$ cat src/rtl/segmented_crc_ctrl_if.sv
`default_nettype none
// ============================================================================
// Module   : segmented_crc_ctrl_if
// Brief    : Bundle of requester, datapath and result signals around the
//            segmented CRC frame controller.
//            master = controller side, slave = requesters/datapath/consumer.
// Revision : 1.0 - initial release
// ============================================================================
interface segmented_crc_ctrl_if #(
  parameter int N     = 16,
  parameter int LEN_W = 8
);
  // Requester 0
  logic             req0_valid;
  logic [N-1:0]     req0_data;
  logic             req0_last;
  logic             req0_ready;
  // Requester 1
  logic             req1_valid;
  logic [N-1:0]     req1_data;
  logic             req1_last;
  logic             req1_ready;
  // Shared CRC datapath
  logic             crc_clr;
  logic             crc_en;
  logic [N-1:0]     crc_data;
  logic [N-1:0]     crc_result;
  // Result channel
  logic             res_valid;
  logic             res_ready;
  logic [N-1:0]     res_data;
  logic             res_src;
  logic [LEN_W-1:0] res_len;

  modport master (
    input  req0_valid, req0_data, req0_last,
    input  req1_valid, req1_data, req1_last,
    input  crc_result, res_ready,
    output req0_ready, req1_ready,
    output crc_clr, crc_en, crc_data,
    output res_valid, res_data, res_src, res_len
  );

  modport slave (
    output req0_valid, req0_data, req0_last,
    output req1_valid, req1_data, req1_last,
    output crc_result, res_ready,
    input  req0_ready, req1_ready,
    input  crc_clr, crc_en, crc_data,
    input  res_valid, res_data, res_src, res_len
  );
endinterface
`default_nettype wire

$ cat src/rtl/segmented_crc_ctrl.sv
`default_nettype none
// ============================================================================
// Module   : segmented_crc_ctrl
// Brief    : Frame controller and round-robin arbiter for the shared segmented
//            CRC datapath. Grants one requester per frame, clears the datapath,
//            streams words, waits out the pipeline latency and returns the CRC
//            with source ID and saturating word count.
// Revision : 1.0 - initial release
// ============================================================================
module segmented_crc_ctrl #(
  parameter int N     = 16,
  parameter int LAT   = 3,
  parameter int LEN_W = 8
) (
  input  logic                 clk_i,
  input  logic                 rst_ni,
  segmented_crc_ctrl_if.master bus,
  output logic                 busy_o
);

  // Drain counter must hold the value LAT
  localparam int DRAIN_W = $clog2(LAT + 1);
  localparam logic [LEN_W-1:0] CNT_MAX = '1;

  localparam logic [2:0] S_IDLE   = 3'd0;
  localparam logic [2:0] S_CLR    = 3'd1;
  localparam logic [2:0] S_STREAM = 3'd2;
  localparam logic [2:0] S_DRAIN  = 3'd3;
  localparam logic [2:0] S_DONE   = 3'd4;

  logic [2:0]         state_q, state_d;
  logic               src_q, src_d;
  logic               rr_q, rr_d;
  logic [LEN_W-1:0]   cnt_q, cnt_d;
  logic [DRAIN_W-1:0] drain_q, drain_d;
  logic [N-1:0]       hold_q, hold_d;
  logic [N-1:0]       res_data_q, res_data_d;
  logic               res_src_q, res_src_d;
  logic [LEN_W-1:0]   res_len_q, res_len_d;

  logic               any_req;
  logic               grant_pick;
  logic               gnt_valid;
  logic               gnt_last;
  logic [N-1:0]       gnt_data;
  logic               accept;

  assign any_req    = bus.req0_valid | bus.req1_valid;
  // On a tie the round-robin pointer names the winner; otherwise the lone requester wins
  assign grant_pick = (bus.req0_valid & bus.req1_valid) ? rr_q : bus.req1_valid;
  assign gnt_valid  = src_q ? bus.req1_valid : bus.req0_valid;
  assign gnt_last   = src_q ? bus.req1_last  : bus.req0_last;
  assign gnt_data   = src_q ? bus.req1_data  : bus.req0_data;
  assign accept     = (state_q == S_STREAM) & gnt_valid;

  // State register
  always_ff @(posedge clk_i or negedge rst_ni) begin
    if (!rst_ni) begin
      state_q <= S_IDLE;
    end else begin
      state_q <= state_d;
    end
  end

  // Next-state logic
  always_comb begin
    state_d = state_q;
    case (state_q)
      S_IDLE:   if (any_req) state_d = S_CLR;
      S_CLR:    state_d = S_STREAM;
      S_STREAM: if (accept && gnt_last) state_d = S_DRAIN;
      S_DRAIN:  if (drain_q == DRAIN_W'(1)) state_d = S_DONE;
      S_DONE:   if (bus.res_ready) state_d = S_IDLE;
      default:  state_d = S_IDLE;
    endcase
  end

  // Handshake and datapath control outputs decoded from the current state
  always_comb begin
    bus.req0_ready = 1'b0;
    bus.req1_ready = 1'b0;
    bus.crc_clr    = 1'b0;
    bus.crc_en     = 1'b0;
    bus.res_valid  = 1'b0;
    case (state_q)
      S_CLR:    bus.crc_clr = 1'b1;
      S_STREAM: begin
        bus.req0_ready = ~src_q;
        bus.req1_ready = src_q;
        bus.crc_en     = gnt_valid;
      end
      S_DONE:   bus.res_valid = 1'b1;
      default:  ;
    endcase
    // Live word while accepting, otherwise the last word handed over
    bus.crc_data = accept ? gnt_data : hold_q;
  end

  assign busy_o       = (state_q != S_IDLE);
  assign bus.res_data = res_data_q;
  assign bus.res_src  = res_src_q;
  assign bus.res_len  = res_len_q;

  // Next values for grant, counters and result capture
  always_comb begin
    src_d      = src_q;
    rr_d       = rr_q;
    cnt_d      = cnt_q;
    drain_d    = drain_q;
    hold_d     = hold_q;
    res_data_d = res_data_q;
    res_src_d  = res_src_q;
    res_len_d  = res_len_q;
    case (state_q)
      S_IDLE: begin
        if (any_req) begin
          src_d = grant_pick;
          cnt_d = '0;
        end
      end
      S_STREAM: begin
        if (accept) begin
          hold_d = gnt_data;
          if (cnt_q != CNT_MAX) cnt_d = cnt_q + LEN_W'(1);
          if (gnt_last) drain_d = DRAIN_W'(LAT);
        end
      end
      S_DRAIN: begin
        drain_d = drain_q - DRAIN_W'(1);
        // Last word has now propagated through the datapath pipeline
        if (drain_q == DRAIN_W'(1)) begin
          res_data_d = bus.crc_result;
          res_len_d  = cnt_q;
          res_src_d  = src_q;
        end
      end
      S_DONE: begin
        if (bus.res_ready) rr_d = ~res_src_q;
      end
      default: ;
    endcase
  end

  // Grant, counter and result registers
  always_ff @(posedge clk_i or negedge rst_ni) begin
    if (!rst_ni) begin
      src_q      <= 1'b0;
      rr_q       <= 1'b0;
      cnt_q      <= '0;
      drain_q    <= '0;
      hold_q     <= '0;
      res_data_q <= '0;
      res_src_q  <= 1'b0;
      res_len_q  <= '0;
    end else begin
      src_q      <= src_d;
      rr_q       <= rr_d;
      cnt_q      <= cnt_d;
      drain_q    <= drain_d;
      hold_q     <= hold_d;
      res_data_q <= res_data_d;
      res_src_q  <= res_src_d;
      res_len_q  <= res_len_d;
    end
  end

endmodule
`default_nettype wire

$ cat src/flat_wrapper.sv
// flat-port wrapper written by rule: the top's interface ports become plain ports
module segmented_crc_ctrl_flat 
#(
  parameter int N     = 16,
  parameter int LAT   = 3,
  parameter int LEN_W = 8
)
  (clk_i, rst_ni, busy_o, bus_req0_valid, bus_req0_data, bus_req0_last, bus_req1_valid, bus_req1_data, bus_req1_last, bus_crc_result, bus_res_ready, bus_req0_ready, bus_req1_ready, bus_crc_clr, bus_crc_en, bus_crc_data, bus_res_valid, bus_res_data, bus_res_src, bus_res_len);
  segmented_crc_ctrl_if #(.N(N), .LEN_W(LEN_W)) bus_i ();
  input  logic clk_i;
  input  logic rst_ni;
  output logic busy_o;
  input wire logic [$bits(bus_i.req0_valid)-1:0] bus_req0_valid;
  input wire logic [$bits(bus_i.req0_data)-1:0] bus_req0_data;
  input wire logic [$bits(bus_i.req0_last)-1:0] bus_req0_last;
  input wire logic [$bits(bus_i.req1_valid)-1:0] bus_req1_valid;
  input wire logic [$bits(bus_i.req1_data)-1:0] bus_req1_data;
  input wire logic [$bits(bus_i.req1_last)-1:0] bus_req1_last;
  input wire logic [$bits(bus_i.crc_result)-1:0] bus_crc_result;
  input wire logic [$bits(bus_i.res_ready)-1:0] bus_res_ready;
  output wire logic [$bits(bus_i.req0_ready)-1:0] bus_req0_ready;
  output wire logic [$bits(bus_i.req1_ready)-1:0] bus_req1_ready;
  output wire logic [$bits(bus_i.crc_clr)-1:0] bus_crc_clr;
  output wire logic [$bits(bus_i.crc_en)-1:0] bus_crc_en;
  output wire logic [$bits(bus_i.crc_data)-1:0] bus_crc_data;
  output wire logic [$bits(bus_i.res_valid)-1:0] bus_res_valid;
  output wire logic [$bits(bus_i.res_data)-1:0] bus_res_data;
  output wire logic [$bits(bus_i.res_src)-1:0] bus_res_src;
  output wire logic [$bits(bus_i.res_len)-1:0] bus_res_len;
  assign bus_i.req0_valid = bus_req0_valid;
  assign bus_i.req0_data = bus_req0_data;
  assign bus_i.req0_last = bus_req0_last;
  assign bus_i.req1_valid = bus_req1_valid;
  assign bus_i.req1_data = bus_req1_data;
  assign bus_i.req1_last = bus_req1_last;
  assign bus_i.crc_result = bus_crc_result;
  assign bus_i.res_ready = bus_res_ready;
  assign bus_req0_ready = bus_i.req0_ready;
  assign bus_req1_ready = bus_i.req1_ready;
  assign bus_crc_clr = bus_i.crc_clr;
  assign bus_crc_en = bus_i.crc_en;
  assign bus_crc_data = bus_i.crc_data;
  assign bus_res_valid = bus_i.res_valid;
  assign bus_res_data = bus_i.res_data;
  assign bus_res_src = bus_i.res_src;
  assign bus_res_len = bus_i.res_len;
  segmented_crc_ctrl #(.N(N), .LAT(LAT), .LEN_W(LEN_W)) u_core (.clk_i(clk_i), .rst_ni(rst_ni), .bus(bus_i), .busy_o(busy_o));
endmodule
$ cat config.mk
export PLATFORM = sky130hd
export DESIGN_NAME = segmented_crc_ctrl_flat
export DESIGN_NICKNAME = d
export VERILOG_FILES = /design/src/rtl/segmented_crc_ctrl_if.sv /design/src/rtl/segmented_crc_ctrl.sv /design/src/flat_wrapper.sv
export SDC_FILE = /design/constraint.sdc
export NUM_CORES = 1
export LEC_CHECK = 0
export ABC_AREA = 1
export CORE_MARGIN = 2
export CORE_UTILIZATION = 45
export CTS_CLUSTER_SIZE = 16
export DETAILED_ROUTE_END_ITERATION = 10
export HOLD_SLACK_MARGIN = 0.1
export PLACE_DENSITY = 0.92
export SKIP_LAST_GASP = 1
export SLEW_MARGIN = 20
export SYNTH_ARGS = -nofsm -noshare
export SYNTH_HDL_FRONTEND = slang
export SYNTH_SLANG_ARGS = --single-unit
$ cat constraint.sdc
create_clock -name clk_i -period 1.7 [get_ports clk_i]
set_input_delay 0.425 -clock clk_i [delete_from_list [all_inputs] [get_ports clk_i]]
set_output_delay 0.425 -clock clk_i [all_outputs]
set_load 0.02 [all_outputs]
## After elaboration in Yosys (flattened, before gate mapping)

Index checks and enable logic that the tools add are counted.

- Mux-type cells: 22
- Equal/unequal tests: 13
- Bitwise logic cells: 5
- Reductions and logical operators: 11
- $add $sub $neg: 2

Operator list:

| kind | count |
|---|---|
| 16-bit two-way mux | 2 |
| 8-bit two-way mux | 3 |
| 8-bit case mux with 2 select lines | 1 |
| 3-bit case mux with 5 select lines | 1 |
| 3-bit two-way mux | 4 |
| 8-bit by 1-bit adder with 8-bit output (second input constant) | 1 |
| 1-bit two-way mux | 8 |
| 2-bit by 1-bit != test with 1-bit output (second input constant) | 4 |
| 8-bit != test (second input constant) | 1 |
| 4-bit AND reduction | 2 |
| 3-bit by 2-bit equality test with 1-bit output (second input constant) | 2 |
| 2-bit != test (second input constant) | 3 |
| 2-bit AND reduction | 3 |
| 2-bit two-way mux | 2 |
| 2-bit case mux with 2 select lines | 1 |
| 2-bit nonzero test | 2 |
| 3-bit by 1-bit equality test with 1-bit output (second input constant) | 1 |
| 3-bit equality test (second input constant) | 1 |
| 3-bit zero test | 1 |
| 3-bit AND reduction | 1 |
| 3-bit nonzero test | 1 |
| 1-bit bitwise AND | 2 |
| 2-bit by 1-bit equality test with 1-bit output (second input constant) | 1 |
| 1-bit NOT | 2 |
| other kinds (3) | 3 |

- Logic and storage cells: 62
- Output and inout port bits: 47
- Register bits: 56
- Input port bits: 55

## Longest topological paths before layout

Gate-level depths: netlist of the first run.

- Word-level depth: 5
- Depth in mapped cells: 10

## Worst setup path after synthesis of the first run

OpenSTA, ideal clock, no wires.

- Kind: flip-flop to output port
- From: reg u_core.src_q
- To: out bus_crc_data[10]
- Slack: -0.161 ns
- Arrival time: 1.436 ns
- Buffers on the path: 2
- Cell stages (with the launch flop): 6
- Cell sequence: dfrtp_1 -> inv_1 -> buf_2 -> buf_1 -> nand2_1 -> a31oi_1

- Cells in the longest elaborated chain, start to end: 3
- Elaborated cells on any way between the ends: 4
- Those cells by class: mux (3); bitwise (1)

RTL lines:

| what | line | source |
|---|---|---|
| from (decl) | segmented_crc_ctrl.sv:32 | `logic src_q, src_d;` |
| from (signal assigned) | segmented_crc_ctrl.sv:156 | `src_q <= src_d;` |
| 1-bit two-way mux | segmented_crc_ctrl.sv:51 | `assign gnt_valid = src_q ? bus.req1_valid : bus.req0_valid;` |
| 1-bit bitwise AND | segmented_crc_ctrl.sv:54 | `assign accept = (state_q == S_STREAM) & gnt_valid;` |
| 16-bit two-way mux * | segmented_crc_ctrl.sv:96 | `bus.crc_data = accept ? gnt_data : hold_q;` |
| to (decl) | flat_wrapper.sv:25 | `output wire logic [$bits(bus_i.crc_data)-1:0] bus_crc_data;` |

Every way passes the cells marked *; elsewhere a longest branch is shown, timed or not.

## Worst setup path after layout of the first run

- From: reg u_core.state_q[2]
- To: out bus_crc_data[3]

- Cells in the longest elaborated chain, start to end: 3

RTL lines:

| what | line | source |
|---|---|---|
| from (decl) | segmented_crc_ctrl.sv:31 | `logic [2:0] state_q, state_d;` |
| from (signal assigned) | segmented_crc_ctrl.sv:61 | `state_q <= state_d;` |
| 3-bit by 2-bit equality test with 1-bit output | segmented_crc_ctrl.sv:54 |  |
| 1-bit bitwise AND | segmented_crc_ctrl.sv:54 |  |
| 16-bit two-way mux | segmented_crc_ctrl.sv:96 |  |

Every way passes these cells.

==> impl_metrics.env, run 1 <==
export IMPL_die_area_um2=6830
export IMPL_slew_viol_final=0
export IMPL_grt_pass1_wl_mm=14.9
export IMPL_first_pass_iters=6
export IMPL_cp_required_ns=1.27
export IMPL_multi_input_area_um2=1490
export IMPL_via_per_inst=5.99
export IMPL_dieWidth_um=82.6
export IMPL_fin_total_pwr_mw=10.0
export IMPL_status="complete, but fails checks"
export IMPL_final_setup_worst_slack_ns=-0.567
export IMPL_avgSynthCellArea_um2=8.00
export IMPL_post_dp_cell_area_um2=4410
export IMPL_clk_pin_slew_ns=0.11
export IMPL_netlist_instances=348
export IMPL_drtIter0Drc=357
export IMPL_relSlewSlack_pct=76.4
export IMPL_dp_cells=572
export IMPL_dieHeight_um=82.6
export IMPL_clk_latency_ns=0.32
export IMPL_rsz0062_at_grt="true"
export IMPL_setup_tns_ns=-11.74
export IMPL_io_pins=102
export IMPL_r2r_slack_ns=-0.31
export IMPL_gp_congestion=0.936
export IMPL_ys_warn_count=0
export IMPL_final_hold_viol_count=0
export IMPL_path_max_fanout=5
export IMPL_reg2reg_from="u_core.state_q[2]$_DFFE_PN0P_"
export IMPL_start_util_pct=46.7
export IMPL_tightestPinTransition_ns=0.352
export IMPL_antenna_found_initial=0
export IMPL_worst_ir_drop_vdd_mv=1.22
export IMPL_worst_r2r_cell_count=10
export IMPL_grt_pass1_vias=3222
export IMPL_grt_max_degree=57
export IMPL_syn_to_final_growth_pct=84.3
export IMPL_core_area_um2=5960
export IMPL_cts_sinks=56
export IMPL_clock_fmax_mhz=441
export IMPL_rows=28
export IMPL_p_leak_nw=2.49
export IMPL_arrival_ns=1.84
export IMPL_clk_path_buf_depth=2
export IMPL_register_area_um2=1400
export IMPL_crit_type="register to primary output"
export IMPL_nFillCells=270
export IMPL_synth_area_um2=2780
export IMPL_ys_types=25
export IMPL_drc=0
export IMPL_final_area_um2=5130
export IMPL_hp_class="primary input to async pin"
export IMPL_final_cell_mix="nand2_1 (111), buf_4 (72), dfrtp_1 (54), clkdlybuf4s50_1 (51), buf_6 (29)"
export IMPL_period_share_pct=133
export IMPL_skew_ns=0.00852
export IMPL_end_kind="primary output"
export IMPL_setup_viol=38
export IMPL_cts_buffers=5
export IMPL_place_ws_ns=-1.05
export IMPL_drive_gt1_share_pct=35.8
export IMPL_crit_start="u_core.state_q[2]$_DFFE_PN0P_"
export IMPL_track_usage_pct=29.4
export IMPL_n_antenna_cell=0
export IMPL_layout_commonest_cell="nand2_1"
export IMPL_fin_crit_ns=2.27
export IMPL_routedWlPerCell_um=21.6
export IMPL_stdcell_count=609
export IMPL_totalWireLength_mm=13.1
export IMPL_overflow=0
export IMPL_place_hpwl_mm=6.10
export IMPL_cts_root_buf="clkbuf_8"
export IMPL_htreeDepth=2
export IMPL_finalNetCount=590
export IMPL_violations="setup timing"
export IMPL_fin_util_pct=86.1
export IMPL_synth_seq_cells=56
export IMPL_port_buffers=101
export IMPL_drv_cap=0
export IMPL_ant_nets=0
export IMPL_fin_hold_ws_ns=0.111
export IMPL_syn_nets=405
export IMPL_setup_worst_path_start_class="register"
export IMPL_r2r_end="u_core.cnt_q[7]$_DFFE_PN0P_"
export IMPL_p_per_area_nw_per_um2=1960
export IMPL_vias=3649
export IMPL_synth_seq_area_share_pct=50.4
export IMPL_cts_tree="built"
==> where the power goes <==
| part | internal [mW] | total [mW] | switching [mW] |
|---|---|---|---|
| clock | 0.594 | 1.07 | 0.479 |
| sequential | 1.85 | 2.23 | 0.375 |
| combinational | 3.08 | 6.73 | 3.65 |
==> logic make-up after synthesis <==
logic type,after synthesis,synth area share [%]
adders and majority gates,2,0.899
AOI/OAI and AO/OA,59,13.1
buffers and inverters,41,7.01
DFF,56,50.4
and+or+nand+nor,190,28.6
==> final cells by class <==
type,instances,area share [%]
multi-input cells,252,29.1
well taps,75,1.83
repair buffers,195,37.3
clock inverters,3,1.34
inverters,23,1.73
flip-flops and latches,56,27.4
clock buffers,5,1.34
==> how the worst max path moves through the flow <==
stage | slack, ns | to | cells past startpoint
3_5_place_dp | -1.05 | bus_crc_data[1] | 9
5_1_grt | -0.61 | bus_crc_data[3] | 8
6_report | -0.57 | bus_crc_data[3] | 8
4_1_cts | -0.47 | bus_crc_data[11] | 8
3_3_place_gp | -0.98 | bus_crc_data[3] | 9
2_1_floorplan | 0.004 | bus_crc_data[0] | 6
==> timing repair <==
item                                    CTS  global route
hold buffers                              0             0
resized for setup                       156            77
endpoints found under the setup margin   45            40
buffers inserted                         13            18
pin swaps                                 5            11
gates cloned                              1             6
==> cells in the mapped netlist <==
master / n / area share [%]
nand2_1: 119 / 16
dfrtp_1: 56 / 50
a31oi_1: 33 / 7.4
nor2_1: 32 / 4.3
nand3_1: 27 / 4.9
inv_1: 21 / 2.8
buf_2: 9 / 1.6
o21ai_0: 9 / 1.6
o21ai_1: 8 / 1.4
o21ai_2: 7 / 2.2
nand2_2: 6 / 1.3
buf_4: 3 / 0.81
buf_1: 2 / 0.27
clkbuf_1: 2 / 0.27
ha_1: 2 / 0.90
inv_2: 2 / 0.27
nor2_4: 2 / 0.81
a21oi_1: 1 / 0.18
buf_6: 1 / 0.40
buf_8: 1 / 0.54
nand2_4: 1 / 0.40
nand3_2: 1 / 0.36
nand3b_1: 1 / 0.27
nor3_1: 1 / 0.18
o21bai_1: 1 / 0.27
==> state kept, by name (all words and copies together), names as in the netlist <==
register,flops
u_core.bus.res_data,16
u_core.hold_q,16
u_core.bus.res_len,8
u_core.cnt_q,8
u_core.state_q,3
u_core.drain_q,2
u_core.bus.res_src,1
u_core.rr_q,1
u_core.src_q,1
==> routing by layer <==
metal / global-route usage [%] / wire length (um)
met1: 29.1 / 4400
met2: 56.3 / 6530
met3: 5.00 / 1150
met4: 18.0 / 1060
met5: 0 / 0
==> critical path: stages (launching register included) <==
cell	delay [ns]
dfrtp_1	0.45
nor2_4	0.18
nand2_4	0.07
nor2_4	0.10
buf_6	0.16
buf_8	0.14
nor2_4	0.05
a31oi_4	0.21
buf_6	0.15
(Power assumes the default switching activity.)
==> run 2: changes to the inputs <==
--- a/config.mk
+++ b/config.mk
@@ -6,7 +6,6 @@
 export NUM_CORES = 1
 export LEC_CHECK = 0
 export ABC_AREA = 1
-export CORE_MARGIN = 2
 export CORE_UTILIZATION = 45
 export CTS_CLUSTER_SIZE = 16
 export DETAILED_ROUTE_END_ITERATION = 10
==> constraint.sdc (replaced) <==
create_clock -name clk_i -period 2.3 [get_ports clk_i]
set_input_delay 0.575 -clock clk_i [delete_from_list [all_inputs] [get_ports clk_i]]
set_output_delay 0.575 -clock clk_i [all_outputs]
set_load 0.02 [all_outputs]
==> impl_metrics.env, run 2 (synthesized netlist as in run 1, its figures left out) <==
export IMPL_cts_sinks=56
export IMPL_path_cells="clkdlybuf4s15_1, inv_1, nand2_2, nand2_2, nor2_4, buf_4, clkbuf_16, nor2_1, a31oi_1, buf_4"
export IMPL_crit_type="primary input to primary output"
export IMPL_clk_latency_ns=0.32
export IMPL_core_area_um2=5960
export IMPL_arrival_ns=1.88
export IMPL_final_hold_viol_count=0
export IMPL_htreeDepth=2
export IMPL_fin_crit_ns=2.46
export IMPL_critPathTopFamily="buffers and inverters"
export IMPL_via_per_inst=5.62
export IMPL_final_setup_worst_slack_ns=-0.157
export IMPL_syn_to_final_growth_pct=61.2
export IMPL_routedWlPerCell_um=16.8
export IMPL_grt_max_degree=32
export IMPL_totalWireLength_mm=9.56
export IMPL_nFillCells=380
export IMPL_clock_fmax_mhz=407
export IMPL_die_area_um2=6500
export IMPL_dieHeight_um=80.6
export IMPL_antenna_found_initial=0
export IMPL_track_usage_pct=27.7
export IMPL_dieWidth_um=80.6
export IMPL_period_share_pct=107
export IMPL_cts_root_buf="clkbuf_8"
export IMPL_overflow=0
export IMPL_crit_buf_inv=5
export IMPL_grtUsageMet1_pct=29.9
export IMPL_status="complete, but fails checks"
export IMPL_io_pins=102
export IMPL_rows=28
export IMPL_worst_r2r_cell_count=6
export IMPL_worst_ir_drop_vdd_mv=0.964
export IMPL_met3_usage_pct=6.59
export IMPL_critPathSlowestCell="clkdlybuf4s15_1"
export IMPL_drv_cap=0
export IMPL_place_hpwl_mm=5.37
export IMPL_drive_gt1_share_pct=24.1
export IMPL_grt_pass1_wl_mm=13.5
export IMPL_rsz0062_at_grt="true"
export IMPL_p_leak_nw=2.09
export IMPL_hp_class="primary input to async pin"
export IMPL_fin_hold_ws_ns=0.254
export IMPL_port_buffers=101
export IMPL_finalNetCount=550
export IMPL_setup_worst_path_start_class="primary input"
export IMPL_path_max_fanout=5
export IMPL_fin_total_pwr_mw=6.14
export IMPL_cp_required_ns=1.73
export IMPL_dp_cells=543
export IMPL_grtUsageMet2_pct=48.6
export IMPL_setup_tns_ns=-1.53
export IMPL_cts_tree="built"
export IMPL_r2r_slack_ns=0.35
export IMPL_grt_pass1_vias=3066
export IMPL_relSlewSlack_pct=49.2
export IMPL_critPathMaxStageDelay_ns=0.22
export IMPL_place_ws_ns=-0.710
export IMPL_top_usage_layer="met2"
export IMPL_end_kind="primary output"
export IMPL_final_cell_mix="nand2_1 (117), clkdlybuf4s50_1 (77), dfrtp_1 (56), buf_4 (55)"
export IMPL_vias=3199
export IMPL_gp_congestion=0.842
export IMPL_start_util_pct=46.7
export IMPL_drtIter0Drc=263
export IMPL_violations="setup timing"
export IMPL_setup_viol=16
export IMPL_n_antenna_cell=0
export IMPL_r2r_end="u_core.bus.res_len[7]$_DFFE_PN0P_"
export IMPL_tightestPinTransition_ns=0.762
export IMPL_clk_path_buf_depth=2
export IMPL_drc=0
export IMPL_clk_pin_slew_ns=0.10
export IMPL_skew_ns=0.0185
export IMPL_slew_viol_final=0
export IMPL_stdcell_count=569
export IMPL_p_per_area_nw_per_um2=1370
export IMPL_ant_nets=0
export IMPL_cts_buffers=5
export IMPL_first_pass_iters=5
export IMPL_reg2reg_from="u_core.drain_q[1]$_DFFE_PN0P_"
export IMPL_layout_commonest_cell="nand2_1"
[run 2: cell count changes in the layout (fill, tap and decap cells not counted), sizes merged, moves of 3 or more]
cell           delta
dlygate4sd2      -21
clkbuf            -3
buf              -40
clkdlybuf4s50    +26
[run 2: where the power goes]
group / switching (mW) / total, mW / internal [mW]
clock: 0.344 / 0.563 / 0.219
combinational: 2.21 / 3.97 / 1.75
sequential: 0.246 / 1.61 / 1.37
[run 2: layer usage]
layer  share of wire (%)  wire length, um
met2                  50             4740
met1                  36             3410
met4                 6.7              638
met3                 8.1              775
met5                   0                0
[run 2: what timing repair did]
action | CTS | global route
hold buffers | 0 | 0
gates resized for setup | 112 | 31
endpoints found under the setup margin | 21 | 17
gates cloned | 2 | 1
endpoints found under the hold margin | 0 | 0
pin swaps | 5 | 6
setup buffers | 8 | 8
[run 2: worst max-delay path by stage]
stage / from / end / slack, ns / cells past startpoint
global route: u_core.src_q$_DFFE_PN0P_ / bus_crc_data[7] / -0.20 / 9
CTS: u_core.src_q$_DFFE_PN0P_ / bus_crc_data[15] / -0.1 / 9
finish: bus_req1_valid / bus_crc_data[7] / -0.16 / 10
detailed placement: bus_req1_valid / bus_crc_data[15] / -0.71 / 9
global placement: bus_req0_valid / bus_crc_data[6] / -0.69 / 9
floorplan: bus_req0_valid / bus_crc_data[10] / 0.27 / 7
[run 2: stage by stage]
stage,area [um2],util [%]
floorplan,2780,-
global route,4490,75.3
global placement,4080,68.4
CTS,4310,72.3
detailed placement,4080,68.4
finish,4490,75.3
[run 2: final cells by class]
cell class              instances  area [um2]  share of cell area, %
multi-input cells             251        1310                   29.1
clock inverters                 3        22.5                  0.502
repair buffers                156        1510                   33.6
inverters                      23        86.3                   1.92
clock buffers                   5        68.8                   1.53
well taps                      75        93.8                   2.09
flip-flops and latches         56        1400                   31.2
[run 2: worst register-to-register path: cells and delay by family (launching register included)]
| family | cells | cell delay (ns) |
|---|---|---|
| flip-flops | 1 | 0.37 |
| AO/OA/AOI/OAI | 1 | 0.06 |
| buffers and inverters | 2 | 0.38 |
| adder cells (fa/ha/maj) | 1 | 0.65 |
| AND/OR/NAND/NOR | 2 | 0.37 |
